**config.mk**
```make
export PLATFORM = sky130hd
export DESIGN_NAME = twiddle_gen
export DESIGN_NICKNAME = d
export VERILOG_FILES = /design/src/rtl/twiddle_gen.sv
export SDC_FILE = /design/constraint.sdc
export NUM_CORES = 1
export LEC_CHECK = 0
export BUFFER_PORTS_ARGS = -buffer_cell sky130_fd_sc_hd__buf_2
export CORE_ASPECT_RATIO = 0.75
export CORE_MARGIN = 2
export CORE_UTILIZATION = 45
export DETAILED_ROUTE_END_ITERATION = 12
export PLACE_DENSITY_LB_ADDON = 0.1
export SYNTH_ARGS = -nofsm -noshare
export SYNTH_HDL_FRONTEND = slang
export SYNTH_SLANG_ARGS = --single-unit
```
**constraint.sdc**
```tcl
create_clock -name i_clk -period 3.4 [get_ports i_clk]
set_input_delay 0.34 -clock i_clk [delete_from_list [all_inputs] [get_ports i_clk]]
set_output_delay 0.34 -clock i_clk [all_outputs]
set_load 0.05 [all_outputs]
```
**src/rtl/twiddle_gen.sv**
```systemverilog
// twiddle_gen: parametrised twiddle-factor generator for the radix-2 DIT FFT/IFFT datapath.
//
// Holds a quarter-wave cosine table (NFFT/4+1 words, Q[m] = round(2^NBF_W*cos(2*pi*m/NFFT)))
// and unfolds it to the full circle by quadrant symmetry. Requests come either directly
// (i_valid/i_k) or from a per-stage sequencer (i_start/i_stage) that streams the NFFT/2
// twiddles of one butterfly stage. Results appear two enabled cycles after issue.
//
// Ports
//   i_clk     clock, rising edge
//   i_rst_n   asynchronous active-low reset
//   i_en      global clock enable, 0 freezes every register
//   i_inv     0: FFT (o_im = -sin), 1: IFFT (o_im = +sin), sampled with each request
//   i_valid   direct lookup request (single cycle, ignored while sequencing or starting)
//   i_k       direct index 0..NFFT-1
//   i_start   start the sequencer for stage i_stage (ignored if i_stage > LOG2N-1)
//   i_stage   DIT stage 0..LOG2N-1
//   o_busy    sequencer running
//   o_valid   o_re/o_im/o_k valid this cycle
//   o_last    final twiddle of a sequenced stage (qualified by o_valid)
//   o_k       index of the twiddle presented
//   o_re      cos(2*pi*k/NFFT), signed Q(NB_W,NBF_W)
//   o_im      -sin (FFT) or +sin (IFFT), same format

module twiddle_gen #(
  parameter int NFFT  = 32,
  parameter int NB_W  = 17,
  parameter int NBF_W = 10,
  localparam int LOG2N = $clog2(NFFT),
  localparam int SW    = $clog2(LOG2N)
) (
  input  logic                   i_clk,
  input  logic                   i_rst_n,
  input  logic                   i_en,
  input  logic                   i_inv,
  input  logic                   i_valid,
  input  logic [LOG2N-1:0]       i_k,
  input  logic                   i_start,
  input  logic [SW-1:0]          i_stage,
  output logic                   o_busy,
  output logic                   o_valid,
  output logic                   o_last,
  output logic [LOG2N-1:0]       o_k,
  output logic signed [NB_W-1:0] o_re,
  output logic signed [NB_W-1:0] o_im
);

  // Table address width: NFFT/4+1 entries always need exactly LOG2N-1 bits.
  localparam int AW = LOG2N - 1;

  localparam logic [SW-1:0]    MAX_STAGE = SW'(LOG2N - 1);
  localparam logic [LOG2N-2:0] J_ONES    = '1;
  localparam logic [LOG2N-2:0] J_ONE     = (LOG2N-1)'(1'b1);
  localparam logic [AW-1:0]    QN        = AW'(NFFT / 4);

  // Fixed-point constants for the elaboration-time cosine evaluation (scale 2^30).
  localparam int     QS      = 32'sd30;
  localparam longint PI_Q30  = 64'sd3373259426;
  localparam longint ONE_Q30 = 64'sd1073741824;

  // round(2^NBF_W * cos(2*pi*m/NFFT)) for 0 <= m <= NFFT/4, via a Taylor series in
  // 64-bit fixed point. The table is built at elaboration from the same rounding rule
  // as the reference hex image, so no image file has to ship with the block.
  function automatic longint q_val(input int m);
    longint x, x2, term, acc, den;
    x    = (PI_Q30 * 64'sd2 * longint'(m)) / longint'(NFFT);
    x2   = (x * x) >>> QS;
    term = ONE_Q30;
    acc  = ONE_Q30;
    for (int n = 1; n <= 32'sd12; n++) begin
      den  = (64'sd2 * n - 64'sd1) * (64'sd2 * n);
      term = -((term * x2) >>> QS) / den;
      acc  = acc + term;
    end
    return ((acc <<< NBF_W) + (ONE_Q30 >>> 1)) >>> QS;
  endfunction

  logic signed [NB_W-1:0] rom_s [0:NFFT/4];

  for (genvar m = 0; m <= NFFT / 4; m++) begin : g_rom
    localparam logic signed [NB_W-1:0] QV = NB_W'(q_val(m));
    assign rom_s[m] = QV;
  end

  typedef enum logic {
    IDLE = 1'b0,
    RUN  = 1'b1
  } state_t;

  state_t           state_r, state_n_s;
  logic [SW-1:0]    s_r, s_n_s;
  logic             inv_r, inv_n_s;
  logic [LOG2N-2:0] j_r, j_n_s;

  logic [LOG2N-2:0] mask_s;
  logic [SW-1:0]    shamt_s;
  logic [LOG2N-1:0] kseq_s;

  logic             iss_v_s, iss_inv_s, iss_last_s;
  logic [LOG2N-1:0] iss_k_s;
  logic [AW-1:0]    a_s, b_s;

  logic             v1_r, inv1_r, last1_r;
  logic [AW-1:0]    a1_r, b1_r;
  logic [1:0]       q1_r;
  logic [LOG2N-1:0] k1_r;

  logic signed [NB_W-1:0] c_s, sn_s, cos_s, sin_s, im_s;

  // Sequencer index: k = (j mod 2^s) << (LOG2N-1-s).
  always_comb begin
    mask_s  = ~(J_ONES << s_r);
    shamt_s = MAX_STAGE - s_r;
    kseq_s  = {1'b0, j_r & mask_s} << shamt_s;
  end

  // Sequencer next state and selection of the index issued into the pipeline.
  always_comb begin
    state_n_s  = state_r;
    s_n_s      = s_r;
    inv_n_s    = inv_r;
    j_n_s      = j_r;
    iss_v_s    = 1'b0;
    iss_k_s    = i_k;
    iss_inv_s  = i_inv;
    iss_last_s = 1'b0;
    case (state_r)
      IDLE: begin
        if (i_start) begin
          // A start for a non-existent stage is dropped together with any direct request.
          if (i_stage <= MAX_STAGE) begin
            state_n_s = RUN;
            s_n_s     = i_stage;
            inv_n_s   = i_inv;
            j_n_s     = '0;
          end else begin
            state_n_s = IDLE;
          end
        end else if (i_valid) begin
          iss_v_s = 1'b1;
        end else begin
          iss_v_s = 1'b0;
        end
      end
      RUN: begin
        iss_v_s   = 1'b1;
        iss_k_s   = kseq_s;
        iss_inv_s = inv_r;
        if (j_r == J_ONES) begin
          iss_last_s = 1'b1;
          state_n_s  = IDLE;
          j_n_s      = '0;
        end else begin
          j_n_s = j_r + J_ONE;
        end
      end
      default: begin
        state_n_s = IDLE;
      end
    endcase
  end

  // Sequencer state, latched stage/direction, step counter and busy flag.
  always_ff @(posedge i_clk or negedge i_rst_n) begin
    if (!i_rst_n) begin
      state_r <= IDLE;
      s_r     <= '0;
      inv_r   <= 1'b0;
      j_r     <= '0;
      o_busy  <= 1'b0;
    end else if (i_en) begin
      state_r <= state_n_s;
      s_r     <= s_n_s;
      inv_r   <= inv_n_s;
      j_r     <= j_n_s;
      o_busy  <= (state_n_s == RUN);
    end
  end

  // Quadrant fold: a addresses cos of the residual angle, b its complement (the sine).
  always_comb begin
    a_s = {1'b0, iss_k_s[LOG2N-3:0]};
    b_s = QN - a_s;
  end

  // Stage 1: registered table addresses and request attributes.
  always_ff @(posedge i_clk or negedge i_rst_n) begin
    if (!i_rst_n) begin
      v1_r    <= 1'b0;
      a1_r    <= '0;
      b1_r    <= '0;
      q1_r    <= 2'b00;
      inv1_r  <= 1'b0;
      k1_r    <= '0;
      last1_r <= 1'b0;
    end else if (i_en) begin
      v1_r    <= iss_v_s;
      a1_r    <= a_s;
      b1_r    <= b_s;
      q1_r    <= iss_k_s[LOG2N-1:LOG2N-2];
      inv1_r  <= iss_inv_s;
      k1_r    <= iss_k_s;
      last1_r <= iss_last_s;
    end
  end

  // Stage 2 datapath: table read, quadrant unfolding and direction-dependent sine sign.
  always_comb begin
    c_s  = rom_s[a1_r];
    sn_s = rom_s[b1_r];
    case (q1_r)
      2'd0: begin cos_s = c_s;   sin_s = sn_s;  end
      2'd1: begin cos_s = -sn_s; sin_s = c_s;   end
      2'd2: begin cos_s = -c_s;  sin_s = -sn_s; end
      2'd3: begin cos_s = sn_s;  sin_s = -c_s;  end
      default: begin cos_s = c_s; sin_s = sn_s; end
    endcase
    if (inv1_r) begin
      im_s = sin_s;
    end else begin
      im_s = -sin_s;
    end
  end

  // Stage 2: output registers; data only reloads when a twiddle is presented.
  always_ff @(posedge i_clk or negedge i_rst_n) begin
    if (!i_rst_n) begin
      o_valid <= 1'b0;
      o_last  <= 1'b0;
      o_k     <= '0;
      o_re    <= '0;
      o_im    <= '0;
    end else if (i_en) begin
      o_valid <= v1_r;
      o_last  <= v1_r & last1_r;
      if (v1_r) begin
        o_k  <= k1_r;
        o_re <= cos_s;
        o_im <= im_s;
      end
    end
  end

endmodule

```
==> key figures, run 1 <==
Timing
  – Clock Skews: 8.983 ps
  – Unrepaired setup endpoints after global routing: no
  – Final hold vios: 0
  – Max_slew headroom: 0.5488
  – Finish-stage setup viols: 0
  – Min Tclk post-route: 3224 ps
  – Slew @ Worst Pin: 674.4 ps
  – Final period utilization: 0.9484
  – Fmax: 0.3101 GHz
  – Final TNS setup: 0 ps
  – Slew Limit Fails: 0

Critical path
  – R2R cell count: 11
  – Max FO, Critical Path: 7
  – Crit path kind: flip-flop to flip-flop
  – Max incr delay on CP: around 450 ps
  – R2r setup slk: 180 ps
  – R2R Path Start: b1_r[0]
  – Worst path arrival time: roughly 3400 ps
  – CP endpoint kind: flip-flop
  – Critical path's slowest cell: dfrtp_1
  – Critical path cell sequence: buf_4 -> ha_1 -> mux2i_1 -> ha_2 -> nand2_1 -> o21ai_0 -> mux2_2 -> or3_1 -> a31oi_2 -> nand3_1 -> a221o_1
  – Critical path startpoint category: flip-flop
  – CP required: approximately 3600 ps
  – Reg-to-reg endpoint: o_im[15]

Min path
  – Hold Crit Depth: 2
  – Hold Path Origin: i_stage[2]
  – WHS Endpoint: s_r[2]
  – Hold Crit Class: input pin to flip-flop

Detailed routing
  – Via count: 4333
  – DRT antenna net count: 0
  – Average wire per cell in the routed design: 17.44 µm
  – # DRC: 0
  – DR pass1 iterations: 6
  – Number of vias per cell: between 5 and 6
  – Initial drt markers: between 400 and 500
  – Routed wire length: ~13 mm

Floorplanning
  – Total die area: around 11000 µm²
  – Die width: 119.3 µm
  – Core Region: around 9700 µm²
  – Height of the die: between 90 and 100 µm
  – Row count: 31
  – Initial Util: 0.4627
  – I/O pin cnt: 56

Synthesis
  – Synth top cells by count: dfrtp_1 (61), nand2_1 (57), nor2_1 (53)
  – Post-synth EDFFs: 0
  – Synth top area share: 0.3402
  – Synth area leaders: dfrtp_1 (34%), ha_1 (5.6%), o21ai_0 (4.8%)
  – Synthesized instance count: 543
  – Mapped Nets: approximately 580
  – Yosys reg bits: 61
  – Post-Syn Area: 4487 µm²
  – Synth Flop Type: dfrtp_1
  – Sequential area share after synthesis: 0.3402
  – Synth Warn #: 0
  – FFs w/ async S/R, synth: 1.000
  – Avg Cell Area, Syn: 8.263 µm²
  – Unique masters post-synth: 68
  – Top-count cell post-synth: dfrtp_1
  – Dominant cell type by area after synthesis: dfrtp_1

CTS
  – Clk_lat worst skew: about 340 ps
  – Clock Sinks: 61
  – Root Buffer: clkbuf_16
  – Worst-path clk slew: 60 ps
  – CTS tree: done
  – H-tree depth: 3
  – Clock tree buffer depth: 2
  – CTS buffer count: 9

Status
  – Status: complete, no violations

GRT
  – Largest net degree at the start of global routing: 44
  – Met1 global-route usage: 0.3724
  – M3 GR Usage: 0.06503
  – First-pass GRT wire length: 21.00 mm
  – GRT overflow: 0
  – GRT Util Overall: 0.2472
  – Grt peak-use layer: met1
  – Met2 usage: 0.3458
  – Vias in the first global route: between 3000 and 4000
  – Initial antenna violation count: 0

Final layout
  – Area of the multi-input gates: 2736 µm²
  – Syn-to-layout area delta: 20.91%
  – Post-layout util: 0.5595
  – Fillers: 933
  – Nets@finish: 645
  – FF+latch area: 1526 µm²
  – Share of cells above drive strength 1: 0.2256
  – Diodes inserted: 0

Run
  – Max-capacitance violation count: 0

Placement
  – Port bufs: 55
  – Post-DP HPWL: roughly 9.7 mm
  – RePlAce Congestion: 0.9318
[logic make-up (layout without fill, tap and decap cells)]
kind of cell,Yosys count,after routing,synth area share
compound gates,168,168,0.2482
xor+xnor,12,12,0.02343
fa+ha+maj,20,20,0.05577
buf+inv,63,136,0.05940
flops,61,61,0.3402
mux,26,26,0.06274
simple gates,193,193,0.2103
[state kept, by name (all words and copies together), names as in the netlist, 2 cells and up]
name  flops
o_re     17
j_r       4
b1_r      4
o_im     17
q1_r      2
s_r       3
o_k       5
k1_r      2
[cell type report]
| class | count | share of cell area |
|---|---|---|
| Inverter | 27 | 0.01868 |
| Multi-Input combinational cell | 419 | 0.5044 |
| Tap cell | 132 | 0.03044 |
| Timing Repair Buffer | 93 | 0.1038 |
| Clock buffer | 10 | 0.04405 |
| Sequential cell | 61 | 0.2814 |
| Clock inverter | 6 | 0.01730 |
[critical path: cells and delay by family (launching register included)]
kind                     cells  cell delay (ps)
AND/OR/NAND/NOR              3              600
flip-flops                   1              450
multiplexers                 2              560
buffers and inverters        1              200
adder cells (fa/ha/maj)      2              590
AO/OA/AOI/OAI                3              700
[metrics by stage]
step	cells	setup WS, ps	cell area, µm²	hold slack [ps]
global route	748	4.088	5425	257.6
floorplan	543	169.8	4487	44.41
global placement	729	176.0	5027	329.9
CTS	746	137.7	5370	248.6
detailed placement	729	161.9	5027	319.6
finish	748	175.5	5425	253.8
[cells in the final DEF, fill, tap and decap left out, types with 3 or more instances in the layout]
cell and n:
dfrtp_1 61, nand2_1 56, buf_2 55, nor2_1 53, o21ai_0 42, a21oi_1 40
buf_4 37, inv_1 26, mux2i_1 18, ha_1 18, nand3_1 16, nor3_1 14
nand2b_1 10, a211oi_1 10, xnor2_1 9, clkbuf_16 9, o31ai_1 8, o21ai_1 8
mux2_2 7, a21o_1 7, a31oi_1 7, nor3b_1 5, a41oi_1 5, nor2b_1 4
and2_1 4, and3_1 4, o211ai_1 4, or3_1 4, nand4_1 3, nor4_1 3
or4_1 3, a2bb2oi_1 3, xor2_1 3
[how the worst max path moves through the flow]
stage / startpoint / endpoint / slack [ps] / cells past startpoint
6_report: b1_r[0] / o_im[15] / 180 / 11
5_1_grt: b1_r[0] / o_im[13] / 4 / 11
4_1_cts: b1_r[1] / o_im[14] / 140 / 15
3_5_place_dp: b1_r[0] / o_im[14] / 160 / 11
3_3_place_gp: b1_r[0] / o_im[13] / 180 / 11
2_1_floorplan: b1_r[0] / o_im[13] / 170 / 11
[layer usage]
metal  wire, µm  part of all wire
met3        659             0.051
met2       5569              0.43
met4        230             0.018
met1       6587              0.50
met5          0                 0
[repair_timing]
action | CTS | global route
endpoints found under the setup margin | 0 | 8
hold endpoints to repair | 18 | 0
resized for setup | 0 | 9
buffers inserted | 0 | 2
hold buffers | 1 | 0
Power of run 1 is left out: the tool's default activity adds up to more than one toggle a clock period on the data nets, which glitch-free logic cannot reach.
==> inputs of run 2 (changes only) <==
Settings changed: PLACE_DENSITY set to 0.75, PLACE_DENSITY_LB_ADDON 0.1 to not set, SLEW_MARGIN set to 20.
==> run 2 against run 1 <==
Core utilization decreased by 1.0 points; routed wire length is 8.3% lower; critical path depth increased by 1; final cell count shrank 1.9%; flip-flop and latch count unchanged; fmax decreased by 0.52%; final area down 1.8%; worst hold slack worse by 250 ps; sequential share of layout area is 0.55 points higher.
==> key figures, run 2 (synthesized netlist as in run 1, its figures left out) <==
Run
  – Max-capacitance violation count: 0 (unchanged)

Timing
  – Finish-stage setup viols: 0 (unchanged)
  – Final hold vios: 0 (unchanged)
  – Max_slew headroom: 0.5931 (+0.04436)
  – Final period utilization: 0.9534 (+0.004986)
  – Min Tclk post-route: 3241 ps (+16.95 ps)
  – Unrepaired setup endpoints after global routing: no
  – WHS: 7.770 ps (-246.0 ps)
  – Fmax: 0.3085 GHz (-0.52%)
  – Slew Limit Fails: 0 (unchanged)
  – Slew @ Worst Pin: 610.3 ps (-64.05 ps)
  – Clock Skews: 3.789 ps (-5.194 ps)

CTS
  – CTS buffer count: 9 (unchanged)
  – Clock tree buffer depth: 2 (unchanged)
  – Hold buffers post-CTS: 0 (-1)
  – Root Buffer: clkbuf_16
  – Clk_lat worst skew: 330 ps (about the same)
  – Worst-path clk slew: 50 ps (about the same)
  – CTS tree: done
  – Clock Sinks: 61 (unchanged)
  – H-tree depth: 3 (unchanged)

Detailed routing
  – Initial drt markers: 388 (-9.6%)
  – Number of vias per cell: 5.823 (+0.52%)
  – Average wire per cell in the routed design: 16.30 µm (-6.5%)
  – DRT antenna net count: 0 (unchanged)
  – DR pass1 iterations: 5 (-1)
  – Routed wire length: 11.97 mm (-8.3%)
  – # DRC: 0 (unchanged)
  – Via count: 4274 (-1.4%)

Floorplanning
  – Die width: 119.3 µm (unchanged)
  – Height of the die: 90.48 µm (unchanged)
  – I/O pin cnt: 56 (unchanged)
  – Core Region: 9697 µm² (unchanged)
  – Initial Util: 0.4627 (unchanged)
  – Total die area: 10790 µm² (unchanged)
  – Row count: 31 (unchanged)

Critical path
  – CP required: 3590 ps (-30 ps)
  – Critical path buffers and inverters: 1 (unchanged)
  – R2r setup slk: 160 ps (-20 ps)
  – CP top delay family: compound AO/OA/AOI/OAI gates
  – Critical path cell sequence: buf_4 -> ha_1 -> mux2i_4 -> ha_2 -> nand2_1 -> o21ai_0 -> mux2_2 -> or3_1 -> a31oi_4 -> a41oi_1 -> xnor2_1 -> o21ai_1
  – Critical path's slowest cell: dfrtp_2
  – Critical path startpoint category: flip-flop
  – R2R Path Start: b1_r[0]
  – Crit path kind: flip-flop to flip-flop
  – Worst setup startpoint: b1_r[0]
  – Max incr delay on CP: 470 ps (+20 ps)
  – Max FO, Critical Path: 9 (+2)
  – Reg-to-reg endpoint: o_im[9]
  – CP endpoint kind: flip-flop
  – R2R cell count: 12 (+1)
  – Worst path arrival time: 3430 ps (about the same)

Placement
  – Port bufs: 55 (unchanged)
  – RePlAce Congestion: 0.9828 (+5.5%)
  – Post-DP HPWL: 8.828 mm (-8.9%)

GRT
  – First-pass GRT wire length: 20.10 mm (-4.3%)
  – Initial antenna violation count: 0 (unchanged)
  – Vias in the first global route: 3975 (+1.8%)
  – GRT overflow: 0 (unchanged)
  – GRT Util Overall: 0.2302 (-0.01698)
  – Largest net degree at the start of global routing: 58 (+32%)

Status
  – Status: complete, no violations

Final layout
  – Area of the multi-input gates: 2755 µm² (+0.69%)
  – Leading cell type in the layout, fill and taps excluded: dfrtp_1
  – Post-layout util: 0.5493 (-0.01019)
  – Diodes inserted: 0 (unchanged)
  – Fillers: 892 (-4.4%)
  – FF+latch area: 1528 µm² (about the same)
  – Biggest regs: o_im: 17 flops, o_re: 17 flops, o_k: 5 flops
  – Share of cells above drive strength 1: 0.2159 (-0.009703)
  – Commonest cells after routing, fill and taps aside: dfrtp_1 (60), nand2_1 (56), buf_2 (55), nor2_1 (53), o21ai_0 (43)
  – Nets@finish: 632 (-2.0%)
  – Syn-to-layout area delta: 18.71%

Min path
  – Hold Crit Class: input pin to asynchronous set/reset pin
## run 2: cell count changes in the layout (fill, tap and decap cells not counted), sizes merged
cell and change:
inv -1, buf -12, clkinvlp -1, clkinv +1
dlygate4sd3 -1
## run 2: what timing repair did
| item | in CTS | in global routing |
|---|---|---|
| setup buffers | 0 | 3 |
| resized for setup | 7 | 6 |
| pin swaps | 1 | 2 |
| setup endpoints to repair | 7 | 8 |
## run 2: worst max-delay path by stage
stage | to | cells past startpoint
final | o_im[9] | 12
after CTS | o_im[9] | 12
after detailed placement | o_im[9] | 10
after global placement | o_im[9] | 10
after floorplan | o_im[13] | 11
after global routing | o_im[9] | 12
## run 2: through the flow
step	setup WS (ps)	area, µm²	setup TNS [ps]	instances
2_1_floorplan	169.8	4487	0	543
3_3_place_gp	-126.5	4930	-126.5	716
3_5_place_dp	-164.9	4930	-388.9	716
4_1_cts	33.91	5278	0	731
5_1_grt	12.25	5326	0	734
6_report	158.6	5326	0	734
## run 2: layout make-up
cell class | instances | share of cell area
well taps | 132 | 0.03101
clock inverters | 5 | 0.01409
flip-flops and latches | 61 | 0.2868
multi-input cells | 419 | 0.5173
repair buffers | 80 | 0.08692
inverters | 27 | 0.01903
clock buffers | 10 | 0.04487
## run 2: layer usage
| metal | global-route usage | vias to the layer above | wire length, µm |
|---|---|---|---|
| met3 | 0.04987 | 17 | 872 |
| met4 | 0.06765 | 0 | 193 |
| met5 | 0 | - | 0 |
| met1 | 0.3312 | 2004 | 5582 |
| met2 | 0.3482 | 176 | 5317 |
| li1 | - | 2077 | - |
Power of run 2 is left out for the same reason.
==> inputs of run 3 (changes only) <==
Settings changed: CORE_UTILIZATION 45 to 51, PLACE_DENSITY 0.75 to 0.82.
==> run 3 against run 2 <==
Largest cell class unchanged; register-to-register slack gained 60 ps; fmax is 2.0% higher; highest routed layer unchanged; worst setup slack improved by 63 ps; core utilization is 7.6 points higher.
==> key figures, run 3 (synthesized netlist as in run 1, its figures left out) <==
Timing
  – Worst setup margin: 221.9 ps (+63.29 ps)
  – Finish-stage setup viols: 0 (unchanged)
  – Max_slew headroom: 0.5698 (-0.02331)
  – Final period utilization: 0.9347 (-0.01861)
  – Slew Limit Fails: 0 (unchanged)
  – Final hold vios: 0 (unchanged)
  – Min Tclk post-route: 3178 ps (-63.29 ps)
  – Clock Skews: 7.224 ps (+3.435 ps)
  – Fmax: 0.3146 GHz (+2.0%)
  – Slew @ Worst Pin: 638.5 ps (+28.22 ps)

Final layout
  – Leading cell type in the layout, fill and taps excluded: dfrtp_1
  – Share of cells above drive strength 1: 0.2142 (-0.001779)
  – Biggest regs: o_im: 17 flops, o_re: 17 flops, o_k: 5 flops
  – Diodes inserted: 0 (unchanged)
  – Nets@finish: 636 (+0.63%)
  – Syn-to-layout area delta: 18.32%
  – Commonest cells after routing, fill and taps aside: dfrtp_1 (60), nand2_1 (57), buf_2 (54), nor2_1 (53), o21ai_0 (43)
  – Post-layout util: 0.6253 (+0.07597)

CTS
  – Clock tree buffer depth: 2 (unchanged)
  – Clk_lat worst skew: 340 ps (about the same)
  – CTS buffer count: 9 (unchanged)
  – Clock Sinks: 61 (unchanged)
  – Worst-path clk slew: 60 ps (about the same)
  – Hold buffers post-CTS: 0 (unchanged)
  – Root Buffer: clkbuf_16
  – CTS tree: done
  – H-tree depth: 3 (unchanged)

Detailed routing
  – M1 wire length: 5.439 mm (-2.6%)
  – Average wire per cell in the routed design: 17.03 µm (+4.5%)
  – DR top layer: met4
  – Metal2 WL: 5.375 mm (+1.1%)
  – DR pass1 iterations: 5 (unchanged)
  – Initial drt markers: 459 (+18%)
  – DRT antenna net count: 0 (unchanged)
  – WL met3: 1.049 mm (+20%)
  – # DRC: 0 (unchanged)
  – Routed wire length: 12.18 mm (+1.8%)
  – Number of vias per cell: 6.166 (+5.9%)
  – Via count: 4409 (+3.2%)

Floorplanning
  – Core Region: 8491 µm² (-12%)
  – Height of the die: 85.23 µm (-5.8%)
  – Total die area: 9572 µm² (-11%)
  – I/O pin cnt: 56 (unchanged)
  – Initial Util: 0.5284 (+0.06573)
  – Die width: 112.3 µm (-5.9%)
  – Row count: 29 (-6.5%)

GRT
  – First-pass GRT wire length: 19.64 mm (-2.3%)
  – GRT overflow: 0 (unchanged)
  – Initial antenna violation count: 0 (unchanged)
  – Largest net degree at the start of global routing: 47 (-19%)
  – Vias in the first global route: 3983 (+0.20%)
  – GRT Util Overall: 0.2555 (+0.02530)

Placement
  – Port bufs: 55 (unchanged)
  – RePlAce Congestion: 1.000 (+1.8%)
  – Setup WS pre-CTS: 173.0 ps (+337.9 ps)
  – Post-DP HPWL: 9.079 mm (+2.8%)

Run
  – Max-capacitance violation count: 0 (unchanged)

Critical path
  – CP top delay family: compound AO/OA/AOI/OAI gates
  – Critical path startpoint category: flip-flop
  – Max incr delay on CP: 430 ps (-40 ps)
  – CP endpoint kind: flip-flop
  – Max FO, Critical Path: 8 (-1)
  – Critical path's slowest cell: a311o_1
  – Critical path buffers and inverters: 2 (+1)
  – Worst path arrival time: 3390 ps (-40 ps)
  – Critical path cell sequence: inv_1 -> ha_1 -> nand2_1 -> a21oi_1 -> inv_1 -> ha_1 -> o211ai_1 -> a211oi_1 -> a311o_1 -> nor3_4 -> nand3_1 -> o31ai_2 -> a21oi_1
  – Crit path kind: flip-flop to flip-flop
  – CP required: 3610 ps (+20 ps)

Status
  – Status: complete, no violations

Min path
  – Hold Crit Class: input pin to asynchronous set/reset pin
[run 3: worst reg2reg max path: cells and delay by family (launching register included)]
kind,cells,cell delay (ps)
AOI/OAI and AO/OA,6,1380
and+or+nand+nor,3,550
adders and majority gates,2,520
DFF,1,370
buffers and inverters,2,250
[run 3: timing repair]
item	in CTS	in global routing
buffers inserted	0	1
resized for setup	0	9
setup endpoints to repair	0	10
[run 3: layer usage]
layer  global-route usage  up-vias
li1                     -     2091
met1               0.3519     2070
met2               0.3965      214
met3              0.06071       34
met4              0.09202        0
met5                    0        -
[run 3: path summary, 6_finish.rpt]
check                        start       end  slack (ps)  cells past startpoint
setup / recovery           b1_r[1]  o_im[16]         220                     13
hold / removal             i_rst_n   o_re[5]           8                      1
setup reg to reg           b1_r[1]  o_im[16]         220                     13
hold reg to reg             o_k[4]    o_k[4]         470                      2
max in group asynchronous  i_rst_n   q1_r[0]        2730                      2
min in group i_clk           i_inv     inv_r         250                      2
[run 3: final cells by class]
cell class              instances  area, µm²
well taps                     108      135.1
fillers                       728       3182
inverters                      27      101.3
repair buffers                 84      495.5
multi-input cells             419       2734
clock buffers                  10      229.0
flip-flops and latches         61       1528
clock inverters                 6      86.33
[run 3: per-stage QoR]
step	hold WS [ps]	setup TNS, ps	cell area, µm²	instances
finish	7.866	0	5309	715
floorplan	44.41	0	4487	543
CTS	217.0	0	5258	714
detailed placement	460.6	0	4942	698
global placement	453.8	0	4942	698
global route	63.99	-10.24	5309	715
Power of run 3 is left out for the same reason.
